==> config.mk <==
export PLATFORM = sky130hd
export DESIGN_NAME = multicycle_ctrl
export DESIGN_NICKNAME = d
export VERILOG_FILES = /design/src/rtl/cpu_defs.sv /design/src/rtl/mem_wait_timer.sv /design/src/rtl/multicycle_ctrl.sv
export SDC_FILE = /design/constraint.sdc
export NUM_CORES = 1
export LEC_CHECK = 0
export CAP_MARGIN = 20
export CORE_MARGIN = 2
export CORE_UTILIZATION = 45
export DETAILED_ROUTE_END_ITERATION = 16
export HOLD_SLACK_MARGIN = 0.05
export PLACE_DENSITY = 0.75
export SLEW_MARGIN = 5
export SYNTH_ARGS = -nofsm -noshare
export SYNTH_HDL_FRONTEND = slang
export SYNTH_SLANG_ARGS = --single-unit
export TNS_END_PERCENT = 1
==> constraint.sdc <==
create_clock -name clk -period 3.14 [get_ports clk]
set_input_delay 0.628 -clock clk [delete_from_list [all_inputs] [get_ports clk]]
set_output_delay 0.628 -clock clk [all_outputs]
set_load 0.01 [all_outputs]
==> src/rtl/cpu_defs.sv <==
// Shared definitions for the multi-cycle CPU control path: opcodes, datapath
// select encodings, the control FSM states and the per-state control word.
package cpu_defs;

    localparam logic [5:0] OP_R     = 6'b000000;
    localparam logic [5:0] OP_ADDIU = 6'b001001;
    localparam logic [5:0] OP_LW    = 6'b100011;
    localparam logic [5:0] OP_SW    = 6'b101011;
    localparam logic [5:0] OP_BEQ   = 6'b000100;
    localparam logic [5:0] OP_J     = 6'b000010;

    localparam logic [1:0] ALU_ADD   = 2'b00;
    localparam logic [1:0] ALU_SUB   = 2'b01;
    localparam logic [1:0] ALU_RTYPE = 2'b10;

    localparam logic [1:0] PC_SRC_ALU    = 2'b00;
    localparam logic [1:0] PC_SRC_ALUOUT = 2'b01;
    localparam logic [1:0] PC_SRC_JUMP   = 2'b10;

    localparam logic [1:0] SRCB_REG     = 2'b00;
    localparam logic [1:0] SRCB_FOUR    = 2'b01;
    localparam logic [1:0] SRCB_IMM     = 2'b10;
    localparam logic [1:0] SRCB_IMM_SH2 = 2'b11;

    typedef enum logic [3:0] {
        ST_IDLE     = 4'd0,
        ST_FETCH    = 4'd1,
        ST_DECODE   = 4'd2,
        ST_EXEC_R   = 4'd3,
        ST_EXEC_I   = 4'd4,
        ST_MEM_ADDR = 4'd5,
        ST_MEM_RD   = 4'd6,
        ST_MEM_WR   = 4'd7,
        ST_WB_R     = 4'd8,
        ST_WB_I     = 4'd9,
        ST_WB_MEM   = 4'd10,
        ST_BRANCH   = 4'd11,
        ST_JUMP     = 4'd12
    } state_t;

    // Moore part of the control outputs; ir_write and the FETCH pc_write are
    // gated by mem_ready in the top and are not part of this word.
    typedef struct packed {
        logic       mem_read;
        logic       mem_write;
        logic       i_or_d;
        logic       pc_write;
        logic       pc_write_cond;
        logic [1:0] pc_source;
        logic       alu_src_a;
        logic [1:0] alu_src_b;
        logic [1:0] alu_op;
        logic       reg_write;
        logic       reg_dst;
        logic       mem_to_reg;
    } ctrl_t;

    function automatic ctrl_t ctrl_of(state_t s);
        ctrl_t c;
        c = '0;
        case (s)
            ST_FETCH: begin
                c.mem_read  = 1'b1;
                c.alu_src_b = SRCB_FOUR;
                c.alu_op    = ALU_ADD;
                c.pc_source = PC_SRC_ALU;
            end
            ST_DECODE: begin
                c.alu_src_b = SRCB_IMM_SH2;
                c.alu_op    = ALU_ADD;
            end
            ST_EXEC_R: begin
                c.alu_src_a = 1'b1;
                c.alu_src_b = SRCB_REG;
                c.alu_op    = ALU_RTYPE;
            end
            ST_EXEC_I, ST_MEM_ADDR: begin
                c.alu_src_a = 1'b1;
                c.alu_src_b = SRCB_IMM;
                c.alu_op    = ALU_ADD;
            end
            ST_MEM_RD: begin
                c.mem_read = 1'b1;
                c.i_or_d   = 1'b1;
            end
            ST_MEM_WR: begin
                c.mem_write = 1'b1;
                c.i_or_d    = 1'b1;
            end
            ST_WB_R: begin
                c.reg_write = 1'b1;
                c.reg_dst   = 1'b1;
            end
            ST_WB_I: c.reg_write = 1'b1;
            ST_WB_MEM: begin
                c.reg_write  = 1'b1;
                c.mem_to_reg = 1'b1;
            end
            ST_BRANCH: begin
                c.alu_src_a     = 1'b1;
                c.alu_src_b     = SRCB_REG;
                c.alu_op        = ALU_SUB;
                c.pc_write_cond = 1'b1;
                c.pc_source     = PC_SRC_ALUOUT;
            end
            ST_JUMP: begin
                c.pc_write  = 1'b1;
                c.pc_source = PC_SRC_JUMP;
            end
            default: c = '0;
        endcase
        return c;
    endfunction

endpackage

==> src/rtl/mem_wait_timer.sv <==
// Counts memory wait cycles in a wait state and flags the cycle in which the
// wait budget runs out without mem_ready.
module mem_wait_timer #(
    parameter int MEM_TIMEOUT = 15
) (
    input  logic clk,
    input  logic rst_n,
    input  logic active,
    input  logic mem_ready,
    output logic expired
);

    localparam logic [3:0] LAST = 4'(MEM_TIMEOUT - 1);

    logic [3:0] count;

    // mem_ready on the final budget cycle still completes the access.
    assign expired = active && !mem_ready && (count == LAST);

    // Held at zero outside wait states, so every entry starts from zero.
    always_ff @(posedge clk or negedge rst_n) begin
        if (!rst_n) begin
            count <= '0;
        end else if (!active || mem_ready || expired) begin
            count <= '0;
        end else begin
            count <= count + 4'd1;
        end
    end

endmodule

==> src/rtl/multicycle_ctrl.sv <==
// Main control FSM of the multi-cycle CPU: sequences fetch/decode/execute/
// memory/write-back and drives every datapath select and write enable.
module multicycle_ctrl
    import cpu_defs::*;
#(
    parameter int MEM_TIMEOUT = 15
) (
    input  logic       clk,
    input  logic       rst_n,
    input  logic [5:0] opcode,
    input  logic       zero,
    input  logic       mem_ready,
    output logic       mem_read,
    output logic       mem_write,
    output logic       i_or_d,
    output logic       ir_write,
    output logic       pc_write,
    output logic       pc_write_cond,
    output logic [1:0] pc_source,
    output logic       alu_src_a,
    output logic [1:0] alu_src_b,
    output logic [1:0] ALU_OP,
    output logic       reg_write,
    output logic       reg_dst,
    output logic       mem_to_reg,
    output logic       illegal,
    output state_t     dbg_state
);

    // Memory handshake: a request (mem_read/mem_write) is held for as long as
    // the FSM sits in a wait state; a cycle with mem_ready=1 in that state
    // completes it. mem_ready in any other state has no effect.
    state_t state;
    state_t next_state;
    ctrl_t  ctrl;
    logic   wait_active;
    logic   expired;
    logic   fetch_done;
    logic   decode_bad;

    assign wait_active = (state == ST_FETCH) || (state == ST_MEM_RD) || (state == ST_MEM_WR);
    assign fetch_done  = (state == ST_FETCH) && mem_ready;
    assign decode_bad  = (state == ST_DECODE) && (next_state == ST_FETCH);

    mem_wait_timer #(
        .MEM_TIMEOUT(MEM_TIMEOUT)
    ) u_timer (
        .clk      (clk),
        .rst_n    (rst_n),
        .active   (wait_active),
        .mem_ready(mem_ready),
        .expired  (expired)
    );

    always_comb begin
        next_state = state;
        case (state)
            ST_IDLE:  next_state = ST_FETCH;
            ST_FETCH: if (mem_ready) next_state = ST_DECODE;
            ST_DECODE: begin
                case (opcode)
                    OP_R:         next_state = ST_EXEC_R;
                    OP_ADDIU:     next_state = ST_EXEC_I;
                    OP_LW, OP_SW: next_state = ST_MEM_ADDR;
                    OP_BEQ:       next_state = ST_BRANCH;
                    OP_J:         next_state = ST_JUMP;
                    default:      next_state = ST_FETCH;
                endcase
            end
            ST_EXEC_R:   next_state = ST_WB_R;
            ST_EXEC_I:   next_state = ST_WB_I;
            ST_MEM_ADDR: next_state = (opcode == OP_LW) ? ST_MEM_RD : ST_MEM_WR;
            ST_MEM_RD: begin
                if (mem_ready) next_state = ST_WB_MEM;
                else if (expired) next_state = ST_FETCH;
            end
            ST_MEM_WR: if (mem_ready || expired) next_state = ST_FETCH;
            default: next_state = ST_FETCH;
        endcase
    end

    // Outputs are registered from next_state so they line up with state.
    always_ff @(posedge clk or negedge rst_n) begin
        if (!rst_n) begin
            state   <= ST_IDLE;
            ctrl    <= '0;
            illegal <= 1'b0;
        end else begin
            state   <= next_state;
            ctrl    <= ctrl_of(next_state);
            illegal <= expired || decode_bad;
        end
    end

    assign mem_read      = ctrl.mem_read;
    assign mem_write     = ctrl.mem_write;
    assign i_or_d        = ctrl.i_or_d;
    assign ir_write      = fetch_done;
    assign pc_write      = ctrl.pc_write | fetch_done;
    assign pc_write_cond = ctrl.pc_write_cond;
    assign pc_source     = ctrl.pc_source;
    assign alu_src_a     = ctrl.alu_src_a;
    assign alu_src_b     = ctrl.alu_src_b;
    assign ALU_OP        = ctrl.alu_op;
    assign reg_write     = ctrl.reg_write;
    assign reg_dst       = ctrl.reg_dst;
    assign mem_to_reg    = ctrl.mem_to_reg;
    assign dbg_state     = state;

endmodule

After elaboration in Yosys (flattened, before gate mapping)

Index checks and enable logic that the tools add are counted.

Register bits after elaboration: 24
Output and inout port bits: 21
Input bits: 10
Word-level logic and storage cells: 80

Bitwise gates (word level): 1
Equal/unequal tests: 25
Add/subtract/negate cells: 1
Reductions and logical operators: 19
Multiplexer cells: 19

Operators with widths:

| cell                  | number |
|---|---|
| $pmux W4 S5           | 2 |
| $eq A4 B3 Y1 const B  | 8 |
| $pmux W4 S7           | 1 |
| $eq A4 B4 Y1 const B  | 6 |
| $mux W4               | 5 |
| $eq A4 B2 Y1 const B  | 4 |
| $eq A6 B6 Y1 const B  | 2 |
| $mux W1               | 10 |
| $eq A4 B1 Y1 const B  | 2 |
| $reduce_or A2 Y1      | 4 |
| $eq A6 B2 Y1 const B  | 1 |
| $eq A6 B3 Y1 const B  | 1 |
| $eq A6 B4 Y1 const B  | 1 |
| $logic_not A6 Y1      | 1 |
| $logic_or A1 B1 Y1    | 6 |
| $add A4 B1 Y4 const B | 1 |
| $logic_and A1 B1 Y1   | 4 |
| $pmux W2 S2           | 1 |
| $reduce_or A4 Y1      | 1 |
| $reduce_or A3 Y1      | 1 |
| $logic_not A1 Y1      | 2 |
| $or A1 B1 Y1          | 1 |

Longest topological paths before layout

Word-level depth: 11
Gate-level depth with buffers: 9

Cells and area by module

A second synthesis with hierarchy kept.

Cell total of the unflattened synthesis: 114
Area total of the unflattened synthesis: 1198.6 µm²

Modules (own cells, without submodules):

| module          | cells an instance | sequential area each (µm²) | area an instance (µm²) | instances |
|---|---|---|---|---|
| multicycle_ctrl | 97                | 475.5                      | 1012.2                 | 1 |
| mem_wait_timer  | 17                | 100.1                      | 186.4                  | 1 |

Least setup slack after synthesis

OpenSTA, ideal clock, no wires.

Path kind: input-to-reg
Start: in opcode[2]
End: reg ctrl, in the netlist mem_read
Setup slack: 1.309 ns
Data required time: 3.013 ns
Arrival time: 1.704 ns
Stages on the path: 6
Cells stage by stage: buf_6 -> nor4b_2 -> nand4b_1 -> a311oi_2 -> a311o_1 -> a21oi_2

Word-level cells in the longest chain between the ends: 7

RTL lines:

| element                                             | RTL line                                     | text |
|---|---|---|
| start: declaration                                  | multicycle_ctrl.sv:10                        | `input logic [5:0] opcode,` |
| $eq A6 B6 Y1 (on tied branches)                     | multicycle_ctrl.sv:61, multicycle_ctrl.sv:72 |  |
| $reduce_or A2 Y1                                    | multicycle_ctrl.sv:61                        | `case (opcode)` |
| $pmux W4 S5                                         | multicycle_ctrl.sv:61                        |  |
| $pmux W4 S7 *                                       | multicycle_ctrl.sv:57                        | `case (state)` |
| $eq A4 B1 Y1 / $eq A4 B3 Y1 (equally long branches) | cpu_defs.sv:61                               | `case (s)` |
| $reduce_or A2 Y1 (no line) *                        | n/a                                          |  |
| $mux W1 *                                           | cpu_defs.sv:61                               |  |
| end signal: assignment                              | multicycle_ctrl.sv:90                        | `ctrl <= ctrl_of(next_state);` |
| end: declaration                                    | multicycle_ctrl.sv:35                        | `ctrl_t ctrl;` |

Every way passes the cells marked *; elsewhere a longest branch is shown, timed or not.

Worst setup path after layout

Start: in mem_ready
End: out pc_write

Word-level cells in the longest chain between the ends: 2

RTL lines:

| element             | RTL line              | text |
|---|---|---|
| start: declaration  | multicycle_ctrl.sv:12 | `input logic mem_ready,` |
| $logic_and A1 B1 Y1 | multicycle_ctrl.sv:42 | `assign fetch_done = (state == ST_FETCH) && mem_ready;` |
| $or A1 B1 Y1        | multicycle_ctrl.sv:99 | `assign pc_write = ctrl.pc_write \| fetch_done;` |
| end: declaration    | multicycle_ctrl.sv:17 | `output logic pc_write,` |

Every way passes these cells.

==> results by group <==
Min path
  – WHS Endpoint: u_timer.count[0]
  – Hold Crit Class: reg2reg
  – Hold path cells: 1
  – Hold_sp: u_timer.count[0]

Power and ir drop
  – PwrDens: 655 nW/um^2
  – Leak: 0.645 nW
  – Peak supply drop: 0.313 mV

Yosys
  – EDFF count, synth: 0
  – Async SR Flop Fraction: 1.00
  – Synthesis warning total: 0
  – Post-synth net total: 122
  – Cell count after synthesis: 110
  – Synth cell types: 44
  – Sequential share of the synthesized area: 0.494
  – #FFs+latches synth: 23
  – Syn Area/Cell: 10.6 um^2
  – Post-synth top flop: dfrtp_1
  – Mapped Area: 1170 um^2

CTS
  – CTS tree: built
  – Cts hold-fix bufs: 0
  – Cts bufs inserted: 3
  – CTS resizes: 0
  – Clock root buffer: clkbuf_4
  – Worst skew pair latency: 0.31 ns
  – Clock-pin slew on the worst setup and hold paths: 0.13 ns
  – Setup repair bufs after CTS: 0
  – CTS sink count: 23
  – CTS H-Tree Depth: 1
  – Max clock buf depth: 2

Floorplan
  – Die Height: 54.9 um
  – Initial core utilization: 0.471
  – CORE AREA: 2480 um^2
  – IO Count: 31
  – Die Wd: 54.9 um
  – # rows: 18
  – Die ar.: 3010 um^2

Final layout
  – Post-layout nets: 148
  – Share of cells above drive strength 1: 0.0889
  – Diode count: 0
  – Core Util, Final: 0.589
  – Post-Layout Cell Count: 165
  – Synthesis-to-finish area growth: 25.2%

Routing
  – DRC violations left: 0
  – Post-Route WL: 2.22 mm
  – Via Count: 908
  – DRT iter0 DRCs: 11
  – Routed Antenna Nets: 0
  – Drt first pass iters: 4
  – Vias per inst: 5.50
  – Per-cell routed wire length: 13.4 um

Placement
  – Placed cells: 160
  – GPL Wtd Cong: 0.813
  – HPWL after detailed placement: 1.73 mm
  – Count of input and output buffers: 29
  – Worst slack at placement: 0.411 ns

Setup path
  – Worst Setup Path Type: in2out
  – Crit Reg-Reg Startpoint: dbg_state[2]
  – CP Launch Type: input port
  – CP Cell Sequence: clkdlybuf4s50_1 -> nand3_1 -> nand2b_1 -> clkdlybuf4s50_1
  – FF-to-FF setup slack: 1.35 ns
  – Crit path launch: mem_ready
  – Worst-path fanout max: 7
  – Required @ worst endpoint: 2.51 ns
  – Depth of the worst register-to-register path: 6
  – Worst flop-to-flop path endpoint: mem_read
  – Critical Path AT: 2.09 ns
  – CP max stage delay: 0.57 ns
  – CP dominant cell by count: clkdlybuf4s50_1
  – CP max-delay cell: clkdlybuf4s50_1
  – Setup crit end kind: primary output

Outcome
  – Status: finished clean

STA
  – Max-slew headroom: 0.593
  – Tightest Pin Transition: 0.603 ns
  – Fmax: 367 MHz
  – Final setup fails: 0
  – Final WS setup: 0.419 ns
  – Clk_skew: 0.0116 ns
  – Hold WS: 0.499 ns
  – Max-slew violations: 0
  – Final period util: 0.867
  – Final hold viol count: 0
  – RSZ-0062 raised after global routing: no
  – Final Critical Period: 2.72 ns
  – Final setup TNS: 0 ns

Global route
  – Initial antenna violation count: 0
  – First-pass GRT wire length: 3.53 mm
  – GR Util All Layers: 0.167
  – Largest net degree at the start of global routing: 24
  – Grt ovf: 0
  – Number of global-route vias before repair: 789

Run
  – # Max-Cap Violations: 0
where the power goes:
group / total (mW) / switching [mW] / internal [mW]
Clock: 0.132 / 0.0847 / 0.0474
Combinational: 0.403 / 0.188 / 0.216
Sequential: 0.421 / 0.0684 / 0.352
Total: 0.956 / 0.341 / 0.615
worst max-delay path, delay by kind of cell:
kind                   cells  cell delay [ns]
buffers and inverters      2             1.10
AND/OR/NAND/NOR            2             0.36
area by class of cell:
type	count	area, um^2
clock inverters	1	5.00
well taps	30	37.5
multi-input cells	72	495
flip-flops and latches	23	576
fillers	228	1020
repair buffers	30	302
clock buffers	3	22.5
inverters	6	22.5
cell families (layout without fill, tap and decap cells):
kind of cell | Yosys count | count (layout) | synth area share
AND/OR/NAND/NOR | 50 | 50 | 0.274
flip-flops | 23 | 23 | 0.494
AO/OA/AOI/OAI | 17 | 17 | 0.107
buffers and inverters | 15 | 40 | 0.0815
XOR/XNOR | 3 | 3 | 0.0225
adder cells (fa/ha/maj) | 2 | 2 | 0.0215
metal layers:
| layer | part of all wire | vias up | global-route usage | wire length, um |
|---|---|---|---|---|
| li1 | - | 439 | - | - |
| met1 | 0.43 | 433 | 0.224 | 954 |
| met2 | 0.50 | 32 | 0.272 | 1110 |
| met3 | 0.054 | 4 | 0.0349 | 120 |
| met4 | 0.016 | 0 | 0.0488 | 36 |
| met5 | 0 | - | 0 | 0 |
worst max-delay path by stage:
stage	to	slack, ns
6_report	pc_write	0.42
3_5_place_dp	pc_write	0.41
2_1_floorplan	mem_read	1.31
4_1_cts	pc_write	0.41
3_3_place_gp	pc_write	0.43
5_1_grt	pc_write	0.27
metrics by stage:
step	power (mW)	cell area, um^2
global route	1.03	1460
detailed placement	0.831	1420
finish	0.956	1460
global placement	0.819	1420
floorplan	0.663	1170
CTS	0.958	1450
placed cells by master (no fill, tap or decap), types with 2 or more instances in the layout:
master           count
clkdlybuf4s50_1     29
dfrtp_1             23
nor2_1              11
nand3_1              6
inv_1                5
nand2b_1             4
nor2b_1              3
a21oi_1              3
and3_1               3
nand2_1              3
o21ai_0              3
nor3_1               3
clkbuf_4             3
xnor2_1              2
nand4_1              2
or4_1                2
ha_1                 2
cells in the mapped netlist, types with 2 or more instances:
cell | instances | area share
a21oi_1 | 3 | 0.013
and3_1 | 3 | 0.016
buf_4 | 6 | 0.039
buf_6 | 2 | 0.019
dfrtp_1 | 23 | 0.49
ha_1 | 2 | 0.021
inv_1 | 5 | 0.016
nand2_1 | 3 | 0.0097
nand2b_1 | 4 | 0.021
nand3_1 | 6 | 0.026
nand4_1 | 2 | 0.011
nor2_1 | 11 | 0.035
nor2b_1 | 3 | 0.016
nor3_1 | 3 | 0.013
o21ai_0 | 3 | 0.013
or4_1 | 2 | 0.013
xnor2_1 | 2 | 0.015
Note: power is estimated with default switching activity, not from simulation.
